$ cat src/rtl/cmp_arbiter.sv
// cmp_arbiter
// Two-port arbiter and sequencer for the shared compare datapath.
// Requester 0 is the branch unit and requester 1 is the multdiv/bounds-check unit.
// A granted request has its operands captured. The operands are then evaluated
// as a - b, and the block returns inequality and signed less-than results.
//
// Ports
//   clock            : rising-edge clock
//   reset            : asynchronous, active-low reset
//   req0, req1       : requests; held with stable operands until the matching ack
//   a0, b0, a1, b1   : two's complement operands of requester 0 / 1
//   ack0, ack1       : one-cycle pulse, operands captured (EVAL cycle)
//   done0, done1     : one-cycle pulse, neq/lt valid for that requester (RESP cycle)
//   neq, lt          : a != b and signed a < b, qualified by done0/done1
//   busy             : high whenever the FSM is not in IDLE
//   grant_id         : current owner of the datapath, meaningful while busy
module cmp_arbiter #(
    parameter int WIDTH = 32
) (
    input  logic             clock,
    input  logic             reset,
    input  logic             req0,
    input  logic             req1,
    input  logic [WIDTH-1:0] a0,
    input  logic [WIDTH-1:0] b0,
    input  logic [WIDTH-1:0] a1,
    input  logic [WIDTH-1:0] b1,
    output logic             ack0,
    output logic             ack1,
    output logic             done0,
    output logic             done1,
    output logic             neq,
    output logic             lt,
    output logic             busy,
    output logic             grant_id
);

    typedef enum logic [1:0] {
        IDLE = 2'd0,
        EVAL = 2'd1,
        RESP = 2'd2
    } state_t;

    state_t           state_q;
    logic [WIDTH-1:0] opa_q;
    logic [WIDTH-1:0] opb_q;
    logic             last_q;
    logic             grant_id_q;
    logic             ack0_q;
    logic             ack1_q;
    logic             done0_q;
    logic             done1_q;
    logic             neq_q;
    logic             lt_q;
    logic             busy_q;

    logic             grant_valid_d;
    logic             grant_id_d;
    logic [WIDTH-1:0] sum_d;
    logic             neq_d;
    logic             lt_d;

    // Round-robin pick. On a tie, the requester that did not win last time is granted.
    // A single request is granted outright.
    always_comb begin
        grant_valid_d = req0 | req1;
        grant_id_d    = (req0 & req1) ? ~last_q : req1;
    end

    // Difference of the captured operands. It is consumed in the EVAL cycle,
    // so the results are registered one stage after the operands are captured.
    // Signed less-than comes from the sign bits and the sign of the wrapped
    // difference. When the signs differ, the difference can overflow, so the
    // operand signs alone decide.
    always_comb begin
        sum_d = opa_q + ~opb_q + {{(WIDTH-1){1'b0}}, 1'b1};
        neq_d = |(opa_q ^ opb_q);
        lt_d  = (opa_q[WIDTH-1] & ~opb_q[WIDTH-1])
              | (~opa_q[WIDTH-1] & ~opb_q[WIDTH-1] & sum_d[WIDTH-1])
              | (opa_q[WIDTH-1] & opb_q[WIDTH-1] & sum_d[WIDTH-1]);
    end

    // Sequencer: IDLE -> EVAL -> RESP -> IDLE. Every output is a register.
    // The ack and done pulses are cleared by default and set only in the
    // cycle they belong to.
    always_ff @(posedge clock or negedge reset) begin
        if (!reset) begin
            state_q    <= IDLE;
            opa_q      <= '0;
            opb_q      <= '0;
            last_q     <= 1'b1;
            grant_id_q <= 1'b0;
            ack0_q     <= 1'b0;
            ack1_q     <= 1'b0;
            done0_q    <= 1'b0;
            done1_q    <= 1'b0;
            neq_q      <= 1'b0;
            lt_q       <= 1'b0;
            busy_q     <= 1'b0;
        end else begin
            ack0_q  <= 1'b0;
            ack1_q  <= 1'b0;
            done0_q <= 1'b0;
            done1_q <= 1'b0;
            case (state_q)
                IDLE: begin
                    if (grant_valid_d) begin
                        opa_q      <= grant_id_d ? a1 : a0;
                        opb_q      <= grant_id_d ? b1 : b0;
                        grant_id_q <= grant_id_d;
                        last_q     <= grant_id_d;
                        ack0_q     <= ~grant_id_d;
                        ack1_q     <= grant_id_d;
                        busy_q     <= 1'b1;
                        state_q    <= EVAL;
                    end
                end
                EVAL: begin
                    neq_q   <= neq_d;
                    lt_q    <= lt_d;
                    done0_q <= ~grant_id_q;
                    done1_q <= grant_id_q;
                    state_q <= RESP;
                end
                RESP: begin
                    busy_q  <= 1'b0;
                    state_q <= IDLE;
                end
                default: begin
                    busy_q  <= 1'b0;
                    state_q <= IDLE;
                end
            endcase
        end
    end

    assign ack0     = ack0_q;
    assign ack1     = ack1_q;
    assign done0    = done0_q;
    assign done1    = done1_q;
    assign neq      = neq_q;
    assign lt       = lt_q;
    assign busy     = busy_q;
    assign grant_id = grant_id_q;

endmodule
$ cat config.mk
export PLATFORM = sky130hd
export DESIGN_NAME = cmp_arbiter
export DESIGN_NICKNAME = d
export VERILOG_FILES = /design/src/rtl/cmp_arbiter.sv
export SDC_FILE = /design/constraint.sdc
export NUM_CORES = 1
export LEC_CHECK = 0
export BUFFER_PORTS_ARGS = -buffer_cell sky130_fd_sc_hd__buf_2
export CAP_MARGIN = 20
export CORE_ASPECT_RATIO = 0.9
export CORE_MARGIN = 2
export CORE_UTILIZATION = 54
export DETAILED_ROUTE_END_ITERATION = 12
export PLACE_DENSITY = 0.88
export SYNTH_ARGS = -nofsm -noshare
export SYNTH_HDL_FRONTEND = slang
export SYNTH_SLANG_ARGS = --single-unit
$ cat constraint.sdc
create_clock -name clock -period 5.93 [get_ports clock]
set_input_delay 0.593 -clock clock [delete_from_list [all_inputs] [get_ports clock]]
set_output_delay 0.593 -clock clock [all_outputs]
set_load 0.05 [all_outputs]
### Yosys cells after proc, flatten, opt, wreduce, memory -nomap -nowiden

Index checks and enable logic that the tools add are counted.

| storage, ports and cells | value |
|---|---|
| register bits after elaboration | 75 |
| output and inout port bits | 8 |
| logic and storage cells | 50 |
| bits of input ports | 132 |

| cells by class | value |
|---|---|
| reductions and logical operators | 4 |
| add/subtract/negate cells | 2 |
| eq/ne operators | 2 |
| bitwise operators | 17 |
| mux-type cells | 13 |

Operators by type and width:

| kind | count |
|---|---|
| $mux W32 | 2 |
| $add A32 B1 Y32 const B | 1 |
| $add A32 B32 Y32 | 1 |
| $not A32 Y32 | 1 |
| $reduce_or A32 Y1 | 1 |
| $xor A32 B32 Y32 | 1 |
| $mux W1 | 8 |
| $and A1 B1 Y1 | 6 |
| $not A1 Y1 | 6 |
| $pmux W2 S2 | 1 |
| $reduce_and A2 Y1 | 2 |
| $or A1 B1 Y1 | 3 |
| $eq A2 B1 Y1 const B | 1 |
| $logic_not A2 Y1 | 1 |
| $mux W2 | 1 |
| $ne A2 B2 Y1 const B | 1 |
| $pmux W1 S2 | 1 |

### Longest topological paths before layout

Gate-level depths: netlist of the first run.

| logic depth | value |
|---|---|
| word-level depth | 6 |
| mapped depth | 9 |
| mapped depth without buffers | 9 |

### Worst setup path after synthesis of the first run

No wires, ideal clock.

| timing | value |
|---|---|
| path type | flip-flop to flip-flop |
| start point | reg opa_q[2] |
| end point | reg lt_q (netlist: lt) |
| buffers on the path | 0 |
| required time | 5.847 ns |
| arrival | 2.094 ns |
| clock period less this slack | 2.177 ns |
| slack | 3.753 ns |
| cell stages (with the launch flop) | 9 |
| setup time | 0.083 ns |
| cells stage by stage | dfrtp_1 -> ha_1 -> a21oi_1 -> a21oi_1 -> o31a_1 -> o41ai_1 -> o311ai_1 -> fa_1 -> o21ai_0 |

| on the way | value |
|---|---|
| cells in the longest elaborated chain, start to end | 5 |
| elaborated cells between the ends (all ways) | 6 |
| classes of those cells | 2 x add/sub; 4 x bitwise |

Ends and longest elaborated chain:

| what | RTL line | source |
|---|---|---|
| from (decl) | 45 | `logic [WIDTH-1:0] opa_q;` |
| from (signal assigned) | 108 | `opa_q <= grant_id_d ? a1 : a0;` |
| $add A32 B32 Y32 (*) | 76 | `sum_d = opa_q + ~opb_q + {{(WIDTH-1){1'b0}}, 1'b1};` |
| $add A32 B1 Y32 (*) | 76 |  |
| $and A1 B1 Y1 | 79 | `\| (~opa_q[WIDTH-1] & ~opb_q[WIDTH-1] & sum_d[WIDTH-1])` |
| $or A1 B1 Y1 | 79 |  |
| $or A1 B1 Y1 (*) | 80 | `\| (opa_q[WIDTH-1] & opb_q[WIDTH-1] & sum_d[WIDTH-1]);` |
| to (signal assigned) | 120 | `lt_q <= lt_d;` |
| to (decl) | 54 | `logic lt_q;` |

Every way passes the cells marked *; elsewhere a longest branch is shown, timed or not.
A chain may end at the register's enable or synchronous reset.

### Final worst setup path of the first run

Same ends and word-level chain as after synthesis.

==> results.json, run 1 <==
{
  "cts_root_buf": "clkbuf_8",
  "grt_util_met3_pct": 7.00,
  "setup_tns_ps": 0,
  "die_w_um": 93.5,
  "reg.largest.list": "opa_q x32, opb_q x32, state_q x2",
  "overflow": 0,
  "outcome": "finished clean",
  "post_cts_buffers": 0,
  "cp.required_ps": 6190,
  "slew_headroom_pct": 38.0,
  "first_global_vias": 3408,
  "power.combinational.fraction_pct": 48.8,
  "reg2regPathDepth": 8,
  "clockBufferDepth": 2,
  "grt_pass1_wl_um": 15400,
  "p_int_mw": 1.42,
  "fin_nets": 689,
  "leakage_nw": 2.54,
  "power.switching_mw": 1.04,
  "die_y_um": 84.5,
  "layout_setup_ws_ps": 3520,
  "timing_hold_violations_final": 0,
  "drtPass1Iterations": 4,
  "io_pins": 140,
  "drive_above_1_share_pct": 30.7,
  "drc": 0,
  "min_period_ps": 2410,
  "maxCapViolations": 0,
  "rsz0062_at_grt": "false",
  "syn_area_per_cell_um2": 9.93,
  "ys_warn_count": 0,
  "fin_crit_sh_pct": 40.6,
  "worst_skew_pair.late_latency_ps": 340,
  "core_area_um2": 7000,
  "final_cell_area_um2": 4800,
  "synth-seq-cells": 75,
  "power.share.sequential_pct": 36.7,
  "start_util_pct": 55.6,
  "place_area_um2": 4600,
  "cp-end-kind": "flip-flop",
  "syn_inst": 392,
  "port_buffers": 139,
  "wl_per_cell_um": 14.9,
  "fp.dieArea_um2": 7900,
  "track_usage_pct": 24.9,
  "ctsResizeCount": 0,
  "drtAntennaViolNets": 0,
  "syn_nets": 557,
  "synth_area_um2": 3890,
  "r2r-end": "lt$_DFFE_PN0N_",
  "drv_slew": 0,
  "cts_hold_buffers": 0,
  "p_clk_share_pct": 14.6,
  "arrival_ps": 2670,
  "grt-busiest-layer": "met2",
  "htree_levels": 3,
  "netlist-cell-type-count": 35,
  "gp_congestion": 0.837,
  "fillerInstances": 580,
  "use_met1_pct": 32.1,
  "dp_hpwl_um": 6700,
  "pre_cts_ws_ps": 3550,
  "fmaxAchievable_mhz": 416,
  "crit_path_max_fanout": 3,
  "cts_tree": "done",
  "powerDensity_nw_per_um2": 513,
  "viasPerCell": 5.43,
  "worstMarginPinSlew_ps": 931,
  "grt_start_max_net_pins": 76,
  "diodes": 0,
  "regToRegStartpoint": "opa_q[2]$_DFFE_PN0P_",
  "rows": 29,
  "antenna_found_initial": 0,
  "finalSetupViolCount": 0,
  "cts.sinks": 75,
  "num_vias": 3369,
  "reg2reg_slack_ps": 3520,
  "routed_wl_um": 9240,
  "ir_drop_uv": 226,
  "clkTransAtPathRegs_ps": 80,
  "seq_area_frac_synth_pct": 48.3,
  "first_iter_violations": 164,
  "start_kind": "flip-flop",
  "area_growth_pct": 23.3,
  "fin_skew_ps": 8.45,
  "hp-class": "input port to asynchronous set/reset pin",
  "grt_util_met2_pct": 41.7,
  "timing.setup.critical_path_class": "flip-flop to flip-flop",
  "cts_buffers": 9,
  "switching_share_pct": 42.3
}
## final cells by class
| cell class | count | area [um2] | share of cell area [%] |
|---|---|---|---|
| multi-input cells | 260 | 1760 | 36.6 |
| inverters | 36 | 135 | 2.82 |
| flip-flops and latches | 75 | 1880 | 39.1 |
| repair buffers | 142 | 733 | 15.3 |
| clock inverters | 2 | 10.0 | 0.209 |
| clock buffers | 13 | 169 | 3.52 |
| well taps | 93 | 116 | 2.43 |
## metal layers
| layer | part of all wire, % | wire length (um) |
|---|---|---|
| met5 | 0 | 0 |
| met4 | 0.54 | 50 |
| met3 | 7.1 | 653 |
| met2 | 49 | 4530 |
| met1 | 43 | 4010 |
## worst max-delay path by stage
stage	startpoint	end	slack, ps	cells past startpoint
detailed placement	opa_q[2]$_DFFE_PN0P_	lt$_DFFE_PN0N_	3550	8
floorplan	opa_q[2]$_DFFE_PN0P_	lt$_DFFE_PN0N_	3750	8
global placement	opa_q[2]$_DFFE_PN0P_	lt$_DFFE_PN0N_	3670	8
finish	opa_q[2]$_DFFE_PN0P_	lt$_DFFE_PN0N_	3520	8
global route	opa_q[4]$_DFFE_PN0P_	lt$_DFFE_PN0N_	3370	8
CTS	opa_q[2]$_DFFE_PN0P_	lt$_DFFE_PN0N_	3530	8
## synth_stat cells (all sizes together)
cell | instances | area, um2
a22oi | 48 | 360
nor4 | 1 | 6.26
nand3 | 5 | 25.0
a211oi | 3 | 27.5
inv | 36 | 135
a21oi | 10 | 50.1
nand2 | 70 | 263
dfrtp | 74 | 1850
a21o | 8 | 60.1
o41ai | 1 | 8.76
nand4b | 1 | 8.76
nor2 | 6 | 25.0
nand2b | 1 | 6.26
buf | 12 | 100
a31oi | 1 | 6.26
ha | 32 | 400
and2 | 2 | 15.0
mux2i | 16 | 160
a21boi | 2 | 18.8
dfstp | 1 | 26.3
clkbuf | 9 | 33.8
nand4 | 7 | 43.8
fa | 1 | 20.0
o21ai | 42 | 214
nand3b | 1 | 7.51
o31a | 1 | 8.76
o311ai | 1 | 8.76
## logic make-up (layout without fill, tap and decap cells)
kind of cell	Yosys count	in the layout	share of synthesized area, %
adder cells (fa/ha/maj)	33	33	10.8
flip-flops	75	75	48.3
AND/OR/NAND/NOR	94	94	10.3
AO/OA/AOI/OAI	117	117	19.6
buffers and inverters	57	193	6.91
multiplexers	16	16	4.12
## power by group through the flow
stage / Sequential (mW) / Clock [mW] / Combinational (mW)
5_1_grt: 0.929 / 0.392 / 1.37
2_1_floorplan: 0.949 / 0 / 0.822
3_3_place_gp: 0.897 / 0 / 1.10
4_1_cts: 0.902 / 0.368 / 1.20
3_5_place_dp: 0.909 / 0 / 1.18
6_report: 0.903 / 0.358 / 1.20
## per-stage QoR
step                total power, mW  std cells  utilization, %  hold WS (ps)
floorplan                      1.77        392               -           297
global placement               2.00        605            65.7           460
detailed placement             2.09        605            65.7           465
CTS                            2.47        620            68.2           411
global route                   2.69        621            68.5           424
finish                         2.46        621            68.5           384
## worst max-delay path, cell delays in order, from the launching register on
cell and delay [ps]:
dfrtp_1 390, ha_1 330, a21oi_1 130, a21oi_1 90, o31a_1 300, o41ai_1 370
o311ai_1 190, fa_1 390, o21ai_0 160
## cells in the final DEF, fill, tap and decap left out, types with 2 or more instances in the layout
master    netlist  routed
o21ai_0        39      39
nand4_1         7       7
clkbuf_8        0      12
clkinv_2        0       2
a211oi_1        2       2
a21oi_1        10      10
dfrtp_1        74      74
ha_1           32      32
nand3_1         5       5
nor2_1          5       5
a22oi_1        48      48
nand2_1        70      70
o21ai_1         2       2
a21o_1          8       8
inv_1          36      36
buf_4           1       3
mux2i_1        16      16
buf_2           5     138
Note: power is estimated with default switching activity, not from simulation.
==> run 2, diff against run 1 <==
--- a/config.mk
+++ b/config.mk
@@ -5,13 +5,14 @@
 export SDC_FILE = /design/constraint.sdc
 export NUM_CORES = 1
 export LEC_CHECK = 0
+export ABC_AREA = 1
 export BUFFER_PORTS_ARGS = -buffer_cell sky130_fd_sc_hd__buf_2
 export CAP_MARGIN = 20
 export CORE_ASPECT_RATIO = 0.9
 export CORE_MARGIN = 2
-export CORE_UTILIZATION = 54
+export CORE_UTILIZATION = 51
 export DETAILED_ROUTE_END_ITERATION = 12
-export PLACE_DENSITY = 0.88
+export PLACE_DENSITY = 0.83
 export SYNTH_ARGS = -nofsm -noshare
 export SYNTH_HDL_FRONTEND = slang
 export SYNTH_SLANG_ARGS = --single-unit
==> constraint.sdc (replaced) <==
create_clock -name clock -period 2.45 [get_ports clock]
set_input_delay 0.245 -clock clock [delete_from_list [all_inputs] [get_ports clock]]
set_output_delay 0.245 -clock clock [all_outputs]
set_load 0.05 [all_outputs]
==> results.json, run 2 <==
{
  "synth_edf_count": 0,
  "drv_slew": 0,
  "wl_per_cell_um": 13.8,
  "ys.flop_type": "dfrtp_1",
  "hp-class": "input port to asynchronous set/reset pin",
  "pre_cts_ws_ps": 395,
  "maxCapViolations": 0,
  "ir_drop_uv": 542,
  "cpMaxStageDelayCell": "inv_2",
  "cts_root_buf": "clkbuf_8",
  "fin_crit_sh_pct": 85.5,
  "timing_hold_violations_final": 0,
  "gp_congestion": 0.859,
  "critPathTopFamily": "buffers and inverters",
  "timing.setup.critical_path_class": "flip-flop to flip-flop",
  "rsz0062_at_grt": "false",
  "min_period_ps": 2100,
  "fin_skew_ps": 7.72,
  "hold_ws_ps": 48.8,
  "core_area_um2": 7950,
  "seq_area_um2": 1880,
  "worst_skew_pair.late_latency_ps": 350,
  "cts.sinks": 75,
  "arrival_ps": 2360,
  "syn_area_per_cell_um2": 7.88,
  "start_kind": "flip-flop",
  "final_cell_mix": "nand2_1 (195), buf_2 (138), dfrtp_1 (74), inv_1 (57), nor2_1 (34)",
  "grt_util_met3_pct": 6.18,
  "diodes": 0,
  "grt_util_met2_pct": 43.1,
  "clockBufferDepth": 2,
  "cp.required_ps": 2710,
  "finalSetupViolCount": 0,
  "area_growth_pct": 22.1,
  "cp_cell_sequence": "nand2_1 -> nand2_2 -> inv_2 -> nand2_2 -> inv_2 -> nand2_1 -> o211ai_1",
  "drtPass1Iterations": 6,
  "synth-seq-cells": 75,
  "use_met1_pct": 30.6,
  "fillerInstances": 690,
  "synth_top_cells_by_area": "dfrtp_1 (45%), nand2_1 (18%), ha_1 (9.7%)",
  "synth.area.mux_share_pct": 0,
  "ctsResizeCount": 0,
  "syn_nets": 690,
  "crit_path_max_fanout": 49,
  "start_util_pct": 52.0,
  "slew_headroom_pct": 37.3,
  "die_y_um": 89.5,
  "fin_nets": 823,
  "netlist-cell-type-count": 26,
  "num_vias": 3892,
  "cp-end-kind": "flip-flop",
  "synth_top_family_by_area": "simple AND/OR/NAND/NOR gates",
  "post_cts_buffers": 0,
  "drtAntennaViolNets": 0,
  "rows": 31,
  "power.total_mw": 6.27,
  "routed_wl_um": 10500,
  "first_global_vias": 4001,
  "cts_tree": "done",
  "antenna_found_initial": 0,
  "reg2regPathDepth": 7,
  "reg.largest.list": "opa_q x32, opb_q x32, state_q x2",
  "synth_fa_ha_area_share_pct": 10.2,
  "synth_area_um2": 4140,
  "io_pins": 140,
  "fmaxAchievable_mhz": 477,
  "grt_start_max_net_pins": 76,
  "fp.dieArea_um2": 8850,
  "port_buffers": 139,
  "setup_tns_ps": 0,
  "cts_buffers": 9,
  "seq_area_frac_synth_pct": 45.4,
  "yosysMostFrequentCell": "nand2_1",
  "first_iter_violations": 231,
  "yosys-top-cells-count": "nand2_1 (195), dfrtp_1 (74), inv_1 (57)",
  "clkTransAtPathRegs_ps": 80,
  "worstMarginPinSlew_ps": 940,
  "grt_pass1_wl_um": 17300,
  "multiInputGateArea_um2": 1910,
  "layout_setup_ws_ps": 355,
  "cp_num_cells": 7,
  "leakage_nw": 2.75,
  "yosysTopAreaCell": "dfrtp_1",
  "die_w_um": 98.9,
  "cpPeakStageDelay_ps": 620,
  "htree_levels": 3,
  "overflow": 0,
  "syn_inst": 525,
  "synthSimpleGateAreaFrac_pct": 26.1,
  "drive_above_1_share_pct": 24.7,
  "powerDensity_nw_per_um2": 1240,
  "worst-path-buf-inv": 2,
  "viasPerCell": 5.11,
  "drc": 0,
  "synth_compound_area_share_pct": 10.0,
  "yosys.area_share.xor_xnor_pct": 0,
  "synthArstFlopShare_pct": 100,
  "synth_top_area_share_pct": 44.8,
  "dp_hpwl_um": 7410,
  "outcome": "finished clean",
  "cts_hold_buffers": 0,
  "grt-busiest-layer": "met2",
  "track_usage_pct": 24.5,
  "final_common_cell": "nand2_1",
  "ys_warn_count": 0
}
[run 2: worst paths after layout]
| path | start | end | slack, ps |
|---|---|---|---|
| max | last_q$_DFFE_PN1P_ | opb_q[5]$_DFFE_PN0P_ | 350 |
| min | reset | opb_q[12]$_DFFE_PN0P_ | 50 |
| max reg2reg | last_q$_DFFE_PN1P_ | opb_q[5]$_DFFE_PN0P_ | 350 |
| min reg2reg | grant_id$_DFFE_PN0P_ | done0$_DFF_PN0_ | 450 |
| max in group asynchronous | reset | opb_q[27]$_DFFE_PN0P_ | 1810 |
| min in group clock | a0[22] | opa_q[22]$_DFFE_PN0P_ | 90 |
[run 2: final cells by class]
| class | instances | share of cell area [%] |
|---|---|---|
| Tap cell | 99 | 2.45 |
| Clock inverter | 2 | 0.198 |
| Sequential cell | 75 | 37.2 |
| Clock buffer | 14 | 3.22 |
| Timing Repair Buffer | 142 | 14.5 |
| Multi-Input combinational cell | 369 | 37.9 |
| Inverter | 61 | 4.53 |
[run 2: stage by stage]
| step | area [um2] | util (%) | std cells |
|---|---|---|---|
| 2_1_floorplan | 4140 | - | 525 |
| 3_3_place_gp | 4880 | 61.4 | 746 |
| 3_5_place_dp | 4880 | 61.4 | 746 |
| 4_1_cts | 5050 | 63.5 | 762 |
| 5_1_grt | 5050 | 63.5 | 762 |
| 6_report | 5050 | 63.5 | 762 |
[run 2: layer usage]
metal | routed length, um | vias up
met4 | 159 | 0
met5 | 0 | -
li1 | - | 1943
met2 | 5030 | 146
met3 | 816 | 17
met1 | 4480 | 1786
[run 2: power by group]
group / switching (mW) / internal, mW
Sequential: 0.271 / 1.84
Clock: 0.450 / 0.422
Combinational: 2.07 / 1.22
Total: 2.79 / 3.48
[run 2: cells by family after synthesis]
group / after synthesis
buffers and inverters: 81
AND/OR/NAND/NOR: 268
adder cells (fa/ha/maj): 33
AO/OA/AOI/OAI: 68
flip-flops: 75
